[config.mk]
export PLATFORM = sky130hd
export DESIGN_NAME = router_reg_param
export DESIGN_NICKNAME = d
export VERILOG_FILES = /design/src/rtl/router_reg_param.sv
export SDC_FILE = /design/constraint.sdc
export NUM_CORES = 1
export LEC_CHECK = 0
export ABC_AREA = 1
export BUFFER_PORTS_ARGS = -buffer_cell sky130_fd_sc_hd__buf_4
export CAP_MARGIN = 10
export CORE_UTILIZATION = 50
export CTS_BUF_LIST = sky130_fd_sc_hd__clkbuf_8
export CTS_CLUSTER_SIZE = 30
export DETAILED_ROUTE_END_ITERATION = 7
export PLACE_DENSITY = 0.74
export SKIP_CTS_REPAIR_TIMING = 1
export SLEW_MARGIN = 20
export SYNTH_ARGS = -nofsm -noshare
export SYNTH_HDL_FRONTEND = slang
export SYNTH_SLANG_ARGS = --single-unit
export TNS_END_PERCENT = 30
[constraint.sdc]
create_clock -name clock -period 2.5 [get_ports clock]
set_input_delay 0 -clock clock [delete_from_list [all_inputs] [get_ports clock]]
set_output_delay 0 -clock clock [all_outputs]
set_load 0.01 [all_outputs]
[src/rtl/router_reg_param.sv]
// Router register stage: latches the header, forwards bytes to the destination FIFO and keeps
// the running check value and payload count that are compared against the trailing check byte.
module router_reg_param #(
  parameter int unsigned DATA_W    = 8,
  parameter int unsigned ADDR_W    = 2,
  parameter int unsigned NUM_PORTS = 3,
  parameter int unsigned CHK_MODE  = 0
) (
  input  logic              clock,
  input  logic              resetn,
  input  logic              detect_add,
  input  logic              lfd_state,
  input  logic              ld_state,
  input  logic              laf_state,
  input  logic              full_state,
  input  logic              rst_int_reg,
  input  logic              pkt_vld,
  input  logic              fifo_full,
  input  logic [DATA_W-1:0] data_in,
  output logic [DATA_W-1:0] dout,
  output logic              error,
  output logic              len_error,
  output logic              addr_error,
  output logic              parity_done,
  output logic              low_packet_valid
);

  localparam int unsigned CntW = DATA_W - ADDR_W;
  localparam logic [ADDR_W:0] NumPortsW = NUM_PORTS[ADDR_W:0];

  logic [DATA_W-1:0] dout_q, dout_d;
  logic [DATA_W-1:0] header_q, header_d;
  logic [DATA_W-1:0] held_q, held_d;
  logic              held_valid_q, held_valid_d;
  logic [DATA_W-1:0] acc_q, acc_d;
  logic [CntW-1:0]   cnt_q, cnt_d;
  logic [DATA_W-1:0] pkt_parity_q, pkt_parity_d;
  logic              error_q, error_d;
  logic              len_error_q, len_error_d;
  logic              addr_error_q, addr_error_d;
  logic              parity_done_q, parity_done_d;
  logic              low_pkt_valid_q, low_pkt_valid_d;

  logic addr_ok, hdr_take, bad_addr, frozen;
  logic lfd_ev, ld_ev, laf_ev;
  logic acc_data, acc_held, par_take;

  function automatic logic [DATA_W-1:0] combine(input logic [DATA_W-1:0] a,
                                                input logic [DATA_W-1:0] b);
    logic [DATA_W-1:0] r;
    if (CHK_MODE == 0) r = a ^ b;
    else               r = a + b;  // carries out of DATA_W are dropped
    return r;
  endfunction

  always_comb begin
    addr_ok  = {1'b0, data_in[ADDR_W-1:0]} < NumPortsW;
    hdr_take = detect_add && pkt_vld && addr_ok;
    bad_addr = detect_add && pkt_vld && !addr_ok;
    // full_state freezes the datapath; detect_add still wins over everything
    frozen   = full_state && !detect_add;
    lfd_ev   = lfd_state && !detect_add && !frozen;
    ld_ev    = ld_state && !detect_add && !frozen;
    laf_ev   = laf_state && !detect_add && !frozen;
    acc_data = ld_ev && pkt_vld && !fifo_full;
    acc_held = laf_ev && held_valid_q;
    par_take = ld_ev && !pkt_vld;
  end

  always_comb begin
    header_d        = header_q;
    dout_d          = dout_q;
    held_d          = held_q;
    held_valid_d    = held_valid_q;
    acc_d           = acc_q;
    cnt_d           = cnt_q;
    pkt_parity_d    = pkt_parity_q;
    parity_done_d   = parity_done_q;
    low_pkt_valid_d = low_pkt_valid_q;
    addr_error_d    = bad_addr;

    if (hdr_take) header_d = data_in;

    if (detect_add) begin
      dout_d = dout_q;
    end else if (lfd_ev) begin
      dout_d = header_q;
    end else if (ld_ev && !fifo_full) begin
      dout_d = data_in;
    end else if (laf_ev) begin
      dout_d = held_q;
    end

    if (detect_add || laf_ev) begin
      held_valid_d = 1'b0;
    end else if (ld_ev && fifo_full) begin
      held_d = data_in;
      if (pkt_vld) held_valid_d = 1'b1;
    end

    if (detect_add) begin
      acc_d = '0;
      cnt_d = '0;
    end else if (lfd_ev) begin
      acc_d = combine(acc_q, header_q);
    end else if (acc_data) begin
      acc_d = combine(acc_q, data_in);
      cnt_d = cnt_q + 1'b1;
    end else if (acc_held) begin
      acc_d = combine(acc_q, held_q);
      cnt_d = cnt_q + 1'b1;
    end

    if (par_take) pkt_parity_d = data_in;

    if (detect_add) begin
      parity_done_d = 1'b0;
    end else if ((par_take && !fifo_full) ||
                 (laf_ev && low_pkt_valid_q && !parity_done_q)) begin
      parity_done_d = 1'b1;
    end

    if (rst_int_reg)   low_pkt_valid_d = 1'b0;
    else if (par_take) low_pkt_valid_d = 1'b1;

    error_d     = parity_done_q && (acc_q != pkt_parity_q);
    len_error_d = parity_done_q && (cnt_q != header_q[DATA_W-1:ADDR_W]);
  end

  always_ff @(posedge clock) begin
    if (!resetn) begin
      dout_q          <= '0;
      header_q        <= '0;
      held_q          <= '0;
      held_valid_q    <= 1'b0;
      acc_q           <= '0;
      cnt_q           <= '0;
      pkt_parity_q    <= '0;
      error_q         <= 1'b0;
      len_error_q     <= 1'b0;
      addr_error_q    <= 1'b0;
      parity_done_q   <= 1'b0;
      low_pkt_valid_q <= 1'b0;
    end else begin
      dout_q          <= dout_d;
      header_q        <= header_d;
      held_q          <= held_d;
      held_valid_q    <= held_valid_d;
      acc_q           <= acc_d;
      cnt_q           <= cnt_d;
      pkt_parity_q    <= pkt_parity_d;
      error_q         <= error_d;
      len_error_q     <= len_error_d;
      addr_error_q    <= addr_error_d;
      parity_done_q   <= parity_done_d;
      low_pkt_valid_q <= low_pkt_valid_d;
    end
  end

  assign dout             = dout_q;
  assign error            = error_q;
  assign len_error        = len_error_q;
  assign addr_error       = addr_error_q;
  assign parity_done      = parity_done_q;
  assign low_packet_valid = low_pkt_valid_q;

endmodule

==> results.cfg, run 1 <==
[status]
status = complete, but fails checks
violations = hold timing

[synth]
syn_area_um2 = 2480
synth.area.top_cells = dfxtp_1, nand2_1, a21oi_1
yosys.area.top_type = dfxtp_1
synth_cells = 353
synth_area_per_cell_um2 = 7.04
ys_seq_area_share_pct = 41.9
yosys.cell_types.count = 27
netlist.area_leader.share_pct = 41.9
syn_nets = 372
ys_ff_latch = 52
synth_warnings = 0

[layout]
diodes = 0
multi_input_area_um2 = 1200
nets = 400
design_area_um2 = 2840
synthToLayoutAreaGrowth_pct = 14.4
n_fill_cell = 479
seqCellArea_um2 = 1040
drive_gt1_share_pct = 12.6

[die]
die_w_um = 72.5
die_h_um = 72.5
dieArea_um2 = 5250
start_util_pct = 52.2
std_cell_rows = 25
io_pins = 31
core_area_um2 = 4750

[min_path]
whs_path_depth = 4
min_path_type = in2reg
hold_path_end = held_valid_q
min-delay-start = laf_state

[worst_setup_path]
worstPathRequired_ns = 2.70
r2r_start = held_valid_q
cp-end-kind = flop
ff2ff_path_depth = 5
r2r_end = cnt_q[2]
r2r_slack_ns = 1.14
cp-start-kind = flop
crit_arrival_ns = 1.56
cp_max_fo = 11
critPathKind = reg2reg

[power_and_ir_drop]
cellPowerDensity_nw_per_um2 = 537
irDropWorstVdd_uv = 274
power.leakage_nw = 1.22

[sta]
worst_clock_skew_ns = 0.00723
finalHoldViolations = 2
report.final.slew_viol_count = 0
slew_headroom_pct = 55.2
setup_tns_ns = 0
period_minus_slack_ns = 1.36
grt_setup_unrepaired = false
max_freq_mhz = 735
whs_ns = -0.0126
tightest_slew_ns = 0.671
fin_crit_sh_pct = 54.4
finalSetupViolCount = 0

[drt]
wl_mm = 6.22
dr.pass1.iters = 4
post_drt_wl_per_cell_um = 13.9
drtAntennaViolNets = 0
vias = 2398
drcViolationCount = 0
drt_iter0_drc = 168
viasPerCell = 5.35

[job]
cap_violations = 0

[global_route]
grt.overflow.total = 0
grt_pass1_wl_mm = 10.3
antenna_found_initial = 0
grt_pass1_vias = 2154
grt_usage_pct = 25.5
grt_max_degree = 33

[placement]
place.detailed.hpwl_mm = 4.47
place_congestion = 0.874
io_buffers = 30
placed_cell_area_um2 = 2740

[clock_network]
clock-sinks = 52
cts_buffers = 5
clkTransAtPathRegs_ns = 0.09
clkLatencyLatePin_ns = 0.31
h-tree-depth = 2
cts_tree = done
cts_root_buffer = clkbuf_8
clockBufferDepth = 2
[cell usage in the layout (no fill, tap or decap), drive strengths merged, types with 8 or more instances in the layout]
cell / instances
a21oi: 37
nor2: 33
o21ai: 34
nand3: 15
nand2: 77
inv: 47
buf: 31
o211ai: 8
a31oi: 8
dfxtp: 52
nand4: 11
[worst max-delay path, cell delays in order (launching register included)]
cell	delay, ns
dfxtp_1	0.34
nand3_1	0.12
a21oi_2	0.44
nand2_1	0.13
o21ai_0	0.19
nor2_1	0.05
[state kept, by name, indices dropped and copies added, names as in the netlist, 6 cells and up]
register      cells
header_q          8
cnt_q             6
held_q            8
pkt_parity_q      8
dout              8
acc_q             8
[final cells by class]
cell class,instances,area share (%)
clock buffer,5,2.42
clock inverter,2,0.441
inverter,47,6.21
multi-input combinational,242,42.4
sequential,52,36.7
tap,67,2.95
timing repair buffer,33,8.90
[kinds of logic (layout without fill, tap and decap cells)]
kind of cell    count (synthesis)  count (layout)  share of synthesized area, %
simple gates                  144             144                          25.9
xor+xnor                        5               5                          1.76
compound gates                 92              92                          20.4
fa+ha+maj                       1               1                         0.504
flops                          52              52                          41.9
buf+inv                        59              87                          9.57
[per-stage QoR]
step | util [%] | cells | worst slack [ns] | total power [W] | hold WS, ns
after floorplan | - | 353 | 1.43 | 0.00100 | 0.0728
after global placement | 57.6 | 439 | 0.964 | 0.00107 | 0.172
after detailed placement | 57.6 | 439 | 0.893 | 0.00108 | 0.171
after CTS | 59.3 | 446 | 1.15 | 0.00152 | -0.148
after global routing | 59.7 | 448 | 1.02 | 0.00159 | 0.00300
final | 59.7 | 448 | 1.14 | 0.00153 | -0.0126
[where the power goes]
part	switching [W]	internal, W	total [W]
Clock	0.000274	0.000190	0.000464
Combinational	0.000112	0.0000731	0.000186
Sequential	0.0000189	0.000857	0.000876
[cell usage after synthesis]
cell type   n
nor2_4      2
nor2_2      3
dfxtp_1    52
buf_4       4
o22ai_1     1
ha_1        1
o21ai_0    34
o211ai_1    8
a21oi_2     1
nand4_1    10
nor2_1     28
nand3_2     1
o21a_1      1
a211oi_1    3
inv_2       2
xor2_1      2
clkbuf_1    7
xnor2_1     3
inv_1      45
buf_2       1
nand2_1    77
a21oi_1    36
nor4_1      3
nand3_1    14
nand4_4     1
nor3_1      5
a31oi_1     8
[layer usage]
metal,wire length [um],up-vias,global-route usage (%)
li1,-,1225,-
met1,2860,1086,34.0
met2,2830,80,40.5
met3,446,7,6.11
met4,78,0,8.50
met5,0,-,0
[how the worst max path moves through the flow]
stage	startpoint	end	slack, ns	cells past startpoint
3_5_place_dp	fifo_full	cnt_q[2]	0.89	7
5_1_grt	held_valid_q	acc_q[4]	1.02	6
4_1_cts	held_valid_q	cnt_q[2]	1.15	5
2_1_floorplan	held_valid_q	cnt_q[2]	1.43	6
6_report	held_valid_q	cnt_q[2]	1.14	5
3_3_place_gp	fifo_full	acc_q[1]	0.96	7
(Power assumes the default switching activity.)
==> run 2, diff against run 1 <==
Settings changed: ABC_AREA 1 to 0, PLACE_DENSITY 0.74 to 0.76.
Clock period 2.5 ns to 1.2 ns, I/O delays scaled along.
==> run 2 against run 1 <==
Maximum frequency down 4.6%. Sequential cell count is the same. Count of clock-buffer cells in the layout unchanged. Synthesized cell count fell by 8.5%. The run ends with hold timing, setup timing left. First-iteration DRC count rose by 3.6%. Global-route usage up 2.5 points. Clock power increased to 2.6 times the previous value. Design area increased by 30%. Worst hold slack improved by 0.0025 ns. Critical path depth up 1.
==> results.cfg, run 2 <==
[die]
die_w_um = 76.8
std_cell_rows = 26
io_pins = 31
start_util_pct = 53.5
core_area_um2 = 5240
die_h_um = 76.8
dieArea_um2 = 5900

[sta]
tightest_slew_ns = 0.449
period_minus_slack_ns = 1.43
slew_headroom_pct = 69.9
worst_clock_skew_ns = 0.00503
report.final.slew_viol_count = 0
finalHoldViolations = 4
max_freq_mhz = 702
whs_ns = -0.0102
grt_setup_unrepaired = true
fin_crit_sh_pct = 119
finalSetupViolCount = 13
worst_slack_ns = -0.225

[placement]
place_congestion = 0.908
preCtsSetupSlack_ns = -0.263
dp_cells = 453
io_buffers = 30
place.detailed.hpwl_mm = 5.78

[worst_setup_path]
path_depth = 6
cp_max_fo = 5
worstPathRequired_ns = 1.40
crit_family = compound AO/OA/AOI/OAI gates
cp-start-kind = flop
ff2ff_path_depth = 6
path_buf_inv = 2
cp_slowest_cell = dfxtp_2
crit_arrival_ns = 1.63
cp-end-kind = flop
critPathKind = reg2reg
cp_common_cell = buf_4
path_cells = nor4bb_2, buf_4, buf_4, o211ai_1, nor4_2, a311o_1
cpPeakStageDelay_ns = 0.33

[synth]
synth_most_common_cell = dfxtp_1
ys_top_cells_by_count = dfxtp_1, nand2_1, nor2b_1, mux2i_1, nor2_1
yosys.cell_types.count = 51
synth_cells = 323
synth_edf_count = 0
synth_area_per_cell_um2 = 8.67
synth.area.top_cells = dfxtp_1, nand2_1, mux2i_1
synth_warnings = 0
yosys.area.top_type = dfxtp_1
netlist.area_leader.share_pct = 37.2
ys.flop_type = dfxtp_1
syn_area_um2 = 2800
syn_nets = 342
async_reset_ff_share_pct = 0
ys_ff_latch = 52
ys_seq_area_share_pct = 37.2

[layout]
synthToLayoutAreaGrowth_pct = 31.4
layout_common_cells = buf_4, dfxtp_1, nand2_1
post-route-util_pct = 70.2
drive_gt1_share_pct = 31.6
final_common_cell = buf_4
nets = 414
diodes = 0
layout.cells.non_filler = 466

[power_and_ir_drop]
power_frac_clock_pct = 33.9
p_int_w = 0.00264
p_sw_share_pct = 25.4
power.leakage_nw = 1.51
seqPwrFrac_pct = 50.7
power_frac_comb_pct = 15.4
total_power_w = 0.00353
irDropWorstVdd_uv = 646
power_switching_w = 0.000898
cellPowerDensity_nw_per_um2 = 960

[drt]
dr.pass1.iters = 4
wl_mm = 8.02
drcViolationCount = 0
post_drt_wl_per_cell_um = 17.2
wl_met2_mm = 3.94
vias = 2823
viasPerCell = 6.06
drt_iter0_drc = 174
dr_wl_met3_um = 418
wl_met1_mm = 3.29
maxUsedRoutingLayer = met4
drtAntennaViolNets = 0

[global_route]
grt_pass1_vias = 2858
grt_usage_pct = 28.0
antenna_found_initial = 0
grt.overflow.total = 0
grt_pass1_wl_mm = 13.1
grt_max_degree = 23

[clock_network]
cts_tree = done
cts_root_buffer = clkbuf_8
cts_buffers = 5
clockBufferDepth = 2
clkTransAtPathRegs_ns = 0.10
h-tree-depth = 2
clkLatencyLatePin_ns = 0.31
clock-sinks = 52

[min_path]
min_path_type = in2reg
whs_path_depth = 3

[status]
violations = hold timing, setup timing
status = complete, but fails checks

[job]
cap_violations = 0
## run 2: cell count changes after synthesis, moves of 10 or more
cell     previous run  this run
a21oi_1            36         7
nor2_1             28        14
mux2i_1             0        14
nand2_1            77        44
inv_1              45         5
o21ai_0            34         5
nor2b_1             0        18
xor2_1              2        12
## run 2: cells by family (layout without fill, tap and decap cells)
kind of cell / Yosys count / in the layout / share of synthesized area (%)
buf+inv: 31 / 104 / 5.14
mux: 14 / 14 / 5.00
flops: 52 / 52 / 37.2
simple gates: 139 / 139 / 28.3
xor+xnor: 14 / 14 / 4.38
compound gates: 72 / 72 / 19.6
fa+ha+maj: 1 / 1 / 0.447
## run 2: final timing paths
kind / from / to / slack (ns)
max: held_valid_q / acc_q[5] / -0.23
max reg2reg: held_valid_q / acc_q[5] / -0.23
min reg2reg: held_valid_q / held_valid_q / 0.46
min: data_in[6] / pkt_parity_q[6] / -0.01
## run 2: power by group through the flow
stage                     combinational, W  clock [W]  sequential [W]
after detailed placement          0.000504          0         0.00183
after CTS                         0.000505    0.00121         0.00179
after floorplan                   0.000258          0         0.00183
after global routing              0.000587    0.00127         0.00179
after global placement            0.000493          0         0.00183
final                             0.000545    0.00120         0.00179
## run 2: layout make-up
| class | instances | area (um^2) |
|---|---|---|
| Fill cell | 405 | 1560 |
| Multi-Input combinational cell | 240 | 1710 |
| Clock buffer | 5 | 68.8 |
| Tap cell | 70 | 87.6 |
| Clock inverter | 3 | 38.8 |
| Timing Repair Buffer | 91 | 708 |
| Inverter | 5 | 18.8 |
| Sequential cell | 52 | 1040 |
## run 2: per-stage QoR
stage / cell area [um^2] / TNS, ns
after detailed placement: 3420 / -4.24
final: 3680 / -1.98
after floorplan: 2820 / -1.98
after global placement: 3420 / -3.25
after global routing: 3680 / -3.30
after CTS: 3530 / -2.67
## run 2: worst min-delay path, delay by kind of cell
kind | cells | cell delay, ns
buffers and inverters | 1 | 0.14
AO/OA/AOI/OAI | 1 | 0.06
AND/OR/NAND/NOR | 1 | 0.05
## run 2: routing by layer
metal | global-route usage (%) | up-vias
li1 | - | 1342
met1 | 33.3 | 1352
met2 | 47.1 | 98
met3 | 4.52 | 31
met4 | 16.7 | 0
met5 | 0 | -
==> run 3, diff against run 2 <==
Settings changed: PLACE_DENSITY 0.76 to 0.74.
Clock period 1.2 ns to 1.6 ns, I/O delays scaled along.
==> run 3 against run 2 <==
The flow finishes with violations (hold timing). Die area unchanged. Critical path depth down 2. Power down 26%. Via count down 6.3%. Register-to-register slack better by 0.30 ns. Sequential power down 25%. Clock power down 23%. Core utilization down 6.0 points. Critical path type unchanged. Largest cell class unchanged.
==> results.cfg, run 3 (synthesis results as in run 2) <==
[die]
std_cell_rows = 26
die_h_um = 76.8
io_pins = 31
dieArea_um2 = 5900
core_area_um2 = 5240
die_w_um = 76.8
start_util_pct = 53.5

[drt]
drt_iter0_drc = 179
drtAntennaViolNets = 0
drcViolationCount = 0
wl_mm = 7.75
vias = 2644
viasPerCell = 6.08
post_drt_wl_per_cell_um = 17.8
dr.pass1.iters = 4

[layout]
diodes = 0
post-route-util_pct = 64.3
drive_gt1_share_pct = 20.0
layout_common_cells = buf_4, dfxtp_1, nand2_1
seqCellArea_um2 = 1040
final_common_cell = buf_4
n_fill_cell = 474
nets = 383
layout.cells.non_filler = 435
multi_input_area_um2 = 1640
synthToLayoutAreaGrowth_pct = 20.2

[clock_network]
clkLatencyLatePin_ns = 0.31
cts_root_buffer = clkbuf_8
clockBufferDepth = 2
clock-sinks = 52
clkTransAtPathRegs_ns = 0.10
cts_tree = done
cts_buffers = 5
h-tree-depth = 2

[placement]
place.detailed.hpwl_mm = 5.39
place_congestion = 0.851
io_buffers = 30
dp_cells = 420

[worst_setup_path]
critPathKind = reg2reg
cp-end-kind = flop
worstPathRequired_ns = 1.77
cp-start-kind = flop
cp_max_fo = 5
crit_arrival_ns = 1.70

[sta]
finalHoldViolations = 5
max_freq_mhz = 657
finalSetupViolCount = 0
period_minus_slack_ns = 1.52
setup_tns_ns = 0
fin_crit_sh_pct = 95.1
whs_ns = -0.0226
tightest_slew_ns = 0.644
slew_headroom_pct = 57.0
report.final.slew_viol_count = 0
worst_clock_skew_ns = 0.00900

[global_route]
grt_max_degree = 22
grt_pass1_vias = 2609
grt_pass1_wl_mm = 12.8
antenna_found_initial = 0
grt_usage_pct = 27.7
grt.overflow.total = 0

[job]
cap_violations = 0

[status]
status = complete, but fails checks
violations = hold timing

[power_and_ir_drop]
power.leakage_nw = 1.32
irDropWorstVdd_uv = 400
total_power_w = 0.00262
cellPowerDensity_nw_per_um2 = 777

[min_path]
min_path_type = in2reg
## run 3: cell types whose count changed in the layout (fill, tap and decap cells not counted), moves of 3 or more
cell / delta
dfxtp_1: +3
dfxtp_2: -3
nor4b_1: +5
a21oi_2: -3
nor4_2: -3
buf_4: -32
o311ai_0: +6
o311ai_1: -5
nor4b_2: -6
a21oi_1: +3
nor4_1: +3
## run 3: worst max-delay path: stages (launching register included)
cell	delay [ns]
dfxtp_1	0.33
nor4b_2	0.46
nor4_1	0.11
a311oi_1	0.29
o311ai_0	0.18
## run 3: report_power, final
part	switching [W]	total [W]	internal [W]
clock network	0.000456	0.000919	0.000464
logic	0.000195	0.000350	0.000154
registers	0.0000256	0.00135	0.00132
## run 3: area by class of cell
cell class              count  area share [%]
inverters                   5           0.558
repair buffers             60            13.9
flip-flops and latches     52            30.9
clock buffers               5            2.04
well taps                  70            2.60
multi-input cells         240            48.7
clock inverters             3            1.26
## run 3: metal layers
layer | part of all wire [%] | vias to the layer above | wire, um | track usage [%]
met5 | 0 | - | 0 | 0
met4 | 3.3 | 0 | 256 | 13.7
met3 | 6.0 | 20 | 464 | 5.83
met2 | 49 | 86 | 3790 | 46.5
met1 | 42 | 1260 | 3240 | 33.4
li1 | - | 1278 | - | -
## run 3: path summary, 6_finish.rpt
check             startpoint              end  slack (ns)  cells after the start
max reg2reg      header_q[0]         acc_q[0]        0.08                      4
min reg2reg  pkt_parity_q[5]  pkt_parity_q[5]        0.48                      2
min               data_in[2]  pkt_parity_q[2]       -0.02                      3
max              header_q[0]         acc_q[0]        0.08                      4
## run 3: through the flow
stage          hold slack [ns]  setup slack, ns  instance area (um^2)
6_report               -0.0226           0.0777                  3370
4_1_cts                 -0.158           0.0403                  3270
3_5_place_dp             0.172           0.0388                  3160
3_3_place_gp             0.162           0.0886                  3160
5_1_grt                0.00323         -0.00838                  3370
2_1_floorplan           0.0761            0.188                  2800
